==> src/rtl/result_tx_sender_pkg.sv <==
`default_nettype none
// ============================================================================
//  Module   : result_tx_sender_pkg
//  Purpose  : Shared definitions for the result transmit path: result and
//             index widths (common with the data feeder and result buffer),
//             frame delimiter bytes and the sender state encoding.
//  Revision : 1.0 - initial release
// ============================================================================
package result_tx_sender_pkg;

   // Result index width; 4 bits addresses up to 16 results
   localparam int TXS_IDX_W = 4;

   // One result word, always sent as two bytes
   localparam int TXS_RES_W = 16;

   // Frame delimiters
   localparam logic [7:0] TXS_HDR_BYTE = 8'hFE;
   localparam logic [7:0] TXS_TRL_BYTE = 8'hEF;

   // Sender states
   typedef enum logic [3:0] {
      S_IDLE = 4'd0,
      S_HDR  = 4'd1,
      S_CNT  = 4'd2,
      S_RD   = 4'd3,
      S_RDW  = 4'd4,
      S_HI   = 4'd5,
      S_LO   = 4'd6,
      S_TRL  = 4'd7,
      S_FIN  = 4'd8
   } txs_state_t;

endpackage : result_tx_sender_pkg
`default_nettype wire

==> src/rtl/result_tx_sender.sv <==
`default_nettype none
// ============================================================================
//  Module   : result_tx_sender
//  Purpose  : Drains matrix-vector results from the result buffer and
//             streams them to the UART TX as a byte frame:
//             header, count (N), N x {result[15:8], result[7:0]}, trailer.
//  Revision : 1.0 - initial release
// ============================================================================
module result_tx_sender
   import result_tx_sender_pkg::*;
#(
   parameter int         RES_W    = TXS_RES_W,
   parameter int         IDX_W    = TXS_IDX_W,
   parameter logic [7:0] HDR_BYTE = TXS_HDR_BYTE,
   parameter logic [7:0] TRL_BYTE = TXS_TRL_BYTE
) (
   input  logic             clk,
   input  logic             rst,
   input  logic             clear,
   input  logic             start,
   input  logic [IDX_W-1:0] mat_size,
   output logic [IDX_W-1:0] res_addr,
   output logic             res_rd_en,
   input  logic [RES_W-1:0] res_data,
   output logic [7:0]       tx_data,
   output logic             tx_valid,
   input  logic             tx_ready,
   output logic             busy,
   output logic             done
);

   txs_state_t       r_state;
   logic [IDX_W-1:0] r_idx;
   logic [IDX_W-1:0] r_size;
   logic [7:0]       r_res_lo;
   logic [IDX_W-1:0] r_addr;
   logic             r_rd_en;
   logic [7:0]       r_tx_data;
   logic             r_tx_valid;
   logic             r_busy;
   logic             r_done;

   logic [IDX_W:0]   w_cnt;
   logic [7:0]       w_cnt_byte;
   logic             w_last;
   logic             w_xfer;
   logic [7:0]       w_next_byte;

   // Count byte is N = size + 1, computed one bit wider so size = all-ones
   // gives the full count rather than wrapping to zero
   assign w_cnt      = {1'b0, r_size} + (IDX_W+1)'(1);
   assign w_cnt_byte = 8'(w_cnt);
   assign w_last     = (r_idx == r_size);
   assign w_xfer     = r_tx_valid && tx_ready;

   // Byte to load into the output register when leaving the current state
   always_comb begin
      w_next_byte = 8'h00;
      case (r_state)
         S_IDLE:  w_next_byte = HDR_BYTE;
         S_HDR:   w_next_byte = w_cnt_byte;
         S_RDW:   w_next_byte = res_data[RES_W-1 -: 8];
         S_HI:    w_next_byte = r_res_lo;
         S_LO:    w_next_byte = TRL_BYTE;
         default: w_next_byte = 8'h00;
      endcase
   end

   // Frame sequencer with registered outputs; clear aborts to idle
   always_ff @(posedge clk or negedge rst) begin
      if (!rst) begin
         r_state    <= S_IDLE;
         r_idx      <= '0;
         r_size     <= '0;
         r_res_lo   <= 8'h00;
         r_addr     <= '0;
         r_rd_en    <= 1'b0;
         r_tx_data  <= 8'h00;
         r_tx_valid <= 1'b0;
         r_busy     <= 1'b0;
         r_done     <= 1'b0;
      end else if (clear) begin
         r_state    <= S_IDLE;
         r_idx      <= '0;
         r_addr     <= '0;
         r_rd_en    <= 1'b0;
         r_tx_valid <= 1'b0;
         r_busy     <= 1'b0;
         r_done     <= 1'b0;
      end else begin
         // Read strobe and done are single-cycle pulses
         r_rd_en <= 1'b0;
         r_done  <= 1'b0;
         case (r_state)
            S_IDLE: begin
               if (start) begin
                  r_size     <= mat_size;
                  r_idx      <= '0;
                  r_tx_data  <= w_next_byte;
                  r_tx_valid <= 1'b1;
                  r_busy     <= 1'b1;
                  r_state    <= S_HDR;
               end
            end
            S_HDR: begin
               if (w_xfer) begin
                  r_tx_data <= w_next_byte;
                  r_state   <= S_CNT;
               end
            end
            S_CNT: begin
               if (w_xfer) begin
                  r_tx_valid <= 1'b0;
                  r_rd_en    <= 1'b1;
                  r_addr     <= r_idx;
                  r_state    <= S_RD;
               end
            end
            S_RD: begin
               r_state <= S_RDW;
            end
            S_RDW: begin
               // Buffer data is valid now; high byte goes straight out,
               // low byte is kept for the following beat
               r_res_lo   <= res_data[7:0];
               r_tx_data  <= w_next_byte;
               r_tx_valid <= 1'b1;
               r_state    <= S_HI;
            end
            S_HI: begin
               if (w_xfer) begin
                  r_tx_data <= w_next_byte;
                  r_state   <= S_LO;
               end
            end
            S_LO: begin
               if (w_xfer) begin
                  if (w_last) begin
                     r_tx_data <= w_next_byte;
                     r_state   <= S_TRL;
                  end else begin
                     r_tx_valid <= 1'b0;
                     r_idx      <= r_idx + IDX_W'(1);
                     r_addr     <= r_idx + IDX_W'(1);
                     r_rd_en    <= 1'b1;
                     r_state    <= S_RD;
                  end
               end
            end
            S_TRL: begin
               if (w_xfer) begin
                  r_tx_valid <= 1'b0;
                  r_done     <= 1'b1;
                  r_busy     <= 1'b0;
                  r_state    <= S_FIN;
               end
            end
            S_FIN: begin
               r_state <= S_IDLE;
            end
            default: begin
               r_state    <= S_IDLE;
               r_tx_valid <= 1'b0;
               r_busy     <= 1'b0;
            end
         endcase
      end
   end

   assign res_addr  = r_addr;
   assign res_rd_en = r_rd_en;
   assign tx_data   = r_tx_data;
   assign tx_valid  = r_tx_valid;
   assign busy      = r_busy;
   assign done      = r_done;

endmodule : result_tx_sender
`default_nettype wire

==> config.mk <==
export PLATFORM = sky130hd
export DESIGN_NAME = result_tx_sender
export DESIGN_NICKNAME = d
export VERILOG_FILES = /design/src/rtl/result_tx_sender_pkg.sv /design/src/rtl/result_tx_sender.sv
export SDC_FILE = /design/constraint.sdc
export NUM_CORES = 1
export LEC_CHECK = 0
export CAP_MARGIN = 20
export CORE_UTILIZATION = 35
export CTS_CLUSTER_SIZE = 14
export DETAILED_ROUTE_END_ITERATION = 10
export HOLD_SLACK_MARGIN = 0.1
export MAX_ROUTING_LAYER = met4
export PLACE_DENSITY_LB_ADDON = 0.1
export RECOVER_POWER = 50
export SYNTH_ARGS = -nofsm -noshare
export SYNTH_HDL_FRONTEND = slang
export SYNTH_SLANG_ARGS = --single-unit
==> constraint.sdc <==
create_clock -name clk -period 2.4 [get_ports clk]
set_clock_uncertainty 0.1 [all_clocks]
set_input_delay 0.72 -clock clk [delete_from_list [all_inputs] [get_ports clk]]
set_output_delay 0.72 -clock clk [all_outputs]
set_load 0.03 [all_outputs]
Word level (Yosys, flattened, before mapping)
Cells that the tools add are included.

Reduce and logical (&&, ||, !) cells: 17. Muxes and demuxes: 38. Bitwise gates (word level): 1. Add/subtract/negate cells: 2. Equal/unequal tests: 23.

Operator list (number): case mux 8 bit (4 select lines) (2); two-way mux 4 bit (13); two-way mux 8 bit (4); case mux 4 bit (8 select lines) (1); != test 3 bit, second input constant (7); == test 4 x 3 -> 1 bit, second input constant (4); case mux 4 bit (2 select lines) (2); two-way mux 1 bit (12); AND reduction 6 bit (2); == test 4 x 2 -> 1 bit, second input constant (2); AND reduction 4 bit (2); OR reduction 7 bit (1); != test 2 x 1 -> 1 bit, second input constant (3); != test 2 bit, second input constant (3); AND reduction 3 bit (2); nonzero test 3 bit (2); adder 4 x 1 -> 5 bit, second input constant (1); case mux 1 bit (5 select lines) (1); AND reduction 5 bit (1); adder 4 x 1 -> 4 bit, second input constant (1); == test 4 x 1 -> 1 bit, second input constant (1); == test 4 bit (1); == test 4 bit, second input constant (1); zero test 4 bit (1); 10 further kinds (11).

Bits in registers: 36. Output and inout bits: 16.

Logic depth before layout (Yosys ltp)
Depth after elaboration: 5. Mapped depth: 6.

Worst setup path after synthesis
Ideal clock, no wire load.

Kind: in2reg. Start point: input clear. End point: register r_res_lo[0]. Setup slack: 0.414 ns. Stages: 4. Path buffers: 0. Arrival: 1.761 ns. Data required time: 2.175 ns. Library setup time: 0.125 ns. Cell sequence: or2_2 -> nor3_1 -> nand2_1 -> mux2_2.

Longest elaborated chain between the ends: 2.

RTL lines: start, declared (line result_tx_sender.sv:19) `input logic clear,`; inverter 1 bit (no line); AND reduction 2 bit (no line); end signal, assigned (line result_tx_sender.sv:125) `r_res_lo <= res_data[7:0];`; end, declared (line result_tx_sender.sv:35) `logic [7:0] r_res_lo;`.

No other way between the ends. A chain may end at the register's enable or synchronous reset.

Worst setup path after layout
Start point: register r_tx_valid, in the netlist tx_valid. End point: output tx_valid.

RTL lines: start, declared (line result_tx_sender.sv:39) `logic r_tx_valid;`; start signal, assigned (line result_tx_sender.sv:79) `r_tx_valid <= 1'b0;`; start signal, assigned (line result_tx_sender.sv:87) `r_tx_valid <= 1'b0;`; start signal, assigned (line result_tx_sender.sv:100) `r_tx_valid <= 1'b1;`; end, declared (line result_tx_sender.sv:26) `output logic tx_valid,`.

No word-level cell between the ends.

==> run_results.csv <==
group,metric,value,unit
run_status,outcome,"completed",
global_route,grt_busiest_layer,"met2",
die,die_width,79.5,um
routing,drtIter0Drc,72,
sta,hold_viol_final,0,
logic_synthesis,synth_edf_count,0,
cells_and_area,nFillCells,535,
logic_synthesis,synth-main-ff-cell,"dfrtp_1",
global_route,antenna_found_initial,0,
routing,wire_per_inst,15.0,um
die,io_pins,41,
clock_tree,htree_num_levels,2,
clock_tree,post_cts_buffers,0,
cells_and_area,n_antenna_cell,0,
worst_setup_path,reg2reg_depth,4,
worst_setup_path,worst_ep_arrival_time,1.49,ns
routing,num_vias,1766,
worst_setup_path,critPathSlowestCell,"clkdlybuf4s50_1",
routing,drcViolationCount,0,
worst_setup_path,worst_path_dominant_cell_family,"buffers and inverters",
power,power.switching,603,uW
logic_synthesis,synth_top_area_cell,"dfrtp_1",
worst_setup_path,startpoint_type,"register",
clock_tree,clk_latency,0.28,ns
logic_synthesis,yosysTopAreaCellShare,0.428,
worst_setup_path,crit_path_max_fanout,8,
sta,holdWs,0.412,ns
min_path,holdPathStages,1,
sta,slew_headroom,0.296,
worst_setup_path,path_class,"reg2out",
sta,slew_viol_final,0,
die,initial_core_util,0.373,
sta,layout_min_cycle_time,2.31,ns
logic_synthesis,syn_nets,234,
clock_tree,cts_tree,"yes",
global_route,grt_max_degree,26,
global_route,grt_pass1_vias,1810,
global_route,gr-total-overflow,0,
place,io_buffers,40,
logic_synthesis,synthTopCellsByArea,"dfrtp_1, mux2_2, nor2b_1",
worst_setup_path,reg2reg_from,"r_idx[1]$_DFFE_PN0P_",
clock_tree,numCtsBuffers,5,
worst_setup_path,reg2reg_to,"res_addr[1]$_DFFE_PN0P_",
power,pwr-share-comb,0.348,
logic_synthesis,async_flop_share,1.00,
clock_tree,cts_sinks,36,
routing,routed_wl,5.08,mm
cells_and_area,post-route-cell-area,2820,um2
min_path,min_to,"r_res_lo[4]$_DFFE_PN0P_",
logic_synthesis,synthesis.area,2100,um2
cells_and_area,layout_commonest_cell,"clkdlybuf4s50_1",
cells_and_area,drive_gt1_frac,0.214,
sta,fmax,433,MHz
power,power.leakage,0.00119,uW
place,dpl_cell_area,2760,um2
logic_synthesis,ys_types,48,
sta,rsz0062_at_grt,"no",
sta,post-route-period-util,0.963,
die,coreArea,5640,um2
logic_synthesis,ys_ff_latch,36,
power,internal-power,1230,uW
min_path,hold_class,"reg2reg",
worst_setup_path,crit_buf_inv,1,
worst_setup_path,max_stage_delay,0.73,ns
cells_and_area,area_growth,34.1,%
sta,setup_viol,0,
cells_and_area,num-nets-final,294,
logic_synthesis,yosysWarnings,0,
power,peakVddDrop,0.343,mV
power,p_sw_frac,0.329,
power,finalPower,1830,uW
clock_tree,cts.root.buffer_cell,"clkbuf_8",
logic_synthesis,seq_area_frac_synth,0.428,
power,seq_power_share,0.433,
cells_and_area,final_cell_mix,"clkdlybuf4s50_1, dfrtp_1, mux2_2, nor2_1, buf_4",
place,dpl.hpwl,3.92,mm
global_route,grt_use_met3,0.0331,
cells_and_area,post-route-util,0.500,
logic_synthesis,syn_inst,206,
logic_synthesis,syn_avg_cell_area,10.2,um2
routing,firstDrtPassIters,4,
die,num_rows,27,
clock_tree,clock_path_buffers,2,
job,max-cap-violations,0,
power,pwr-share-clk,0.219,
die,dieArea,6330,um2
worst_setup_path,crit_chain,"clkdlybuf4s50_1",
global_route,grt_use_met1,0.260,
clock_tree,ctsResizeCount,0,
global_route,grt.total_usage,0.187,
global_route,use_met2,0.277,
clock_tree,ctsHoldBuffers,0,
clock_tree,clk_pin_slew_worst_paths,0.07,ns
sta,tightest_slew,1.06,ns
worst_setup_path,critPathCaptureType,"primary output",
routing,postRouteAntennaNets,0,
place,gp_congestion,0.807,
die,die_h,79.5,um
power,powerDensity,648,nW/um2
routing,vias_per_cell,5.22,
worst_setup_path,r2r_setup_slack,0.27,ns
min_path,worstHoldStart,"r_res_lo[4]$_DFFE_PN0P_",
worst_setup_path,cp.required,1.58,ns
global_route,grt_first_pass_wirelength,8.82,mm
## final cells by class
type / instances / area [um2] / area share
flip-flops and latches: 36 / 901 / 0.319
repair buffers: 63 / 593 / 0.210
clock buffers: 6 / 72.6 / 0.0257
well taps: 72 / 90.1 / 0.0319
multi-input cells: 152 / 1130 / 0.401
inverters: 8 / 30.0 / 0.0106
clock inverters: 1 / 5.00 / 0.00177
## metal layers
layer / wire length, um / vias to the layer above
li1: - / 871
met1: 2630 / 860
met2: 2230 / 28
met3: 163 / 7
met4: 62 / 0
met5: 0 / -
## flip-flops by register name, indices dropped and copies added, names as in the netlist
name       count
r_res_lo       8
tx_data        8
r_idx          4
r_size         4
r_state        4
res_addr       4
busy           1
done           1
res_rd_en      1
tx_valid       1
## synth_stat cells (2+ instances only)
cell type and instances:
nor2b_1 11, or2_2 2, nand2b_1 3, and2_1 3
inv_1 8, buf_1 2, clkbuf_1 4, nand3_1 9
o311ai_0 2, nor2_1 17, dfrtp_1 36, o211ai_1 6
a22oi_1 2, nand2_1 13, o22ai_1 2, o21ai_0 8
a211oi_1 3, ha_1 3, or3_1 3, buf_2 4
mux2_2 24, xor2_1 4, nor3_1 4, a21oi_1 7
mux2i_1 2, a31oi_1 2
## power by group through the flow
| stage | Clock (uW) | Combinational, uW | Sequential [uW] |
|---|---|---|---|
| detailed placement | 0 | 643 | 803 |
| finish | 401 | 636 | 792 |
| global placement | 0 | 638 | 803 |
| CTS | 418 | 646 | 794 |
| global route | 445 | 687 | 810 |
| floorplan | 0 | 275 | 892 |
## stage by stage
step                      cells  setup WS (ns)  setup TNS, ns
after floorplan             206          0.414              0
after global placement      331        -0.0762          -1.07
after detailed placement    331        -0.0699          -1.10
after CTS                   338         0.0740              0
after global routing        338         0.0269              0
final                       338         0.0882              0
## worst max-delay path by stage
stage,startpoint,slack (ns),end,cells after the start
global placement,tx_ready,-0.08,res_addr[1]$_DFFE_PN0P_,5
global route,tx_valid$_DFFE_PN0P_,0.03,tx_valid,1
floorplan,clear,0.41,r_res_lo[0]$_DFFE_PN0P_,4
detailed placement,clear,-0.07,r_size[2]$_DFFE_PN0P_,6
finish,tx_valid$_DFFE_PN0P_,0.09,tx_valid,1
CTS,tx_valid$_DFFE_PN0P_,0.07,tx_valid,1
## cells by family after synthesis
kind of cell,count (synthesis),share of synthesized area
flops,36,0.428
simple gates,72,0.186
mux,26,0.138
fa+ha+maj,3,0.0178
compound gates,46,0.175
xor+xnor,5,0.0208
buf+inv,18,0.0345
Note: power is estimated with default switching activity, not from simulation.
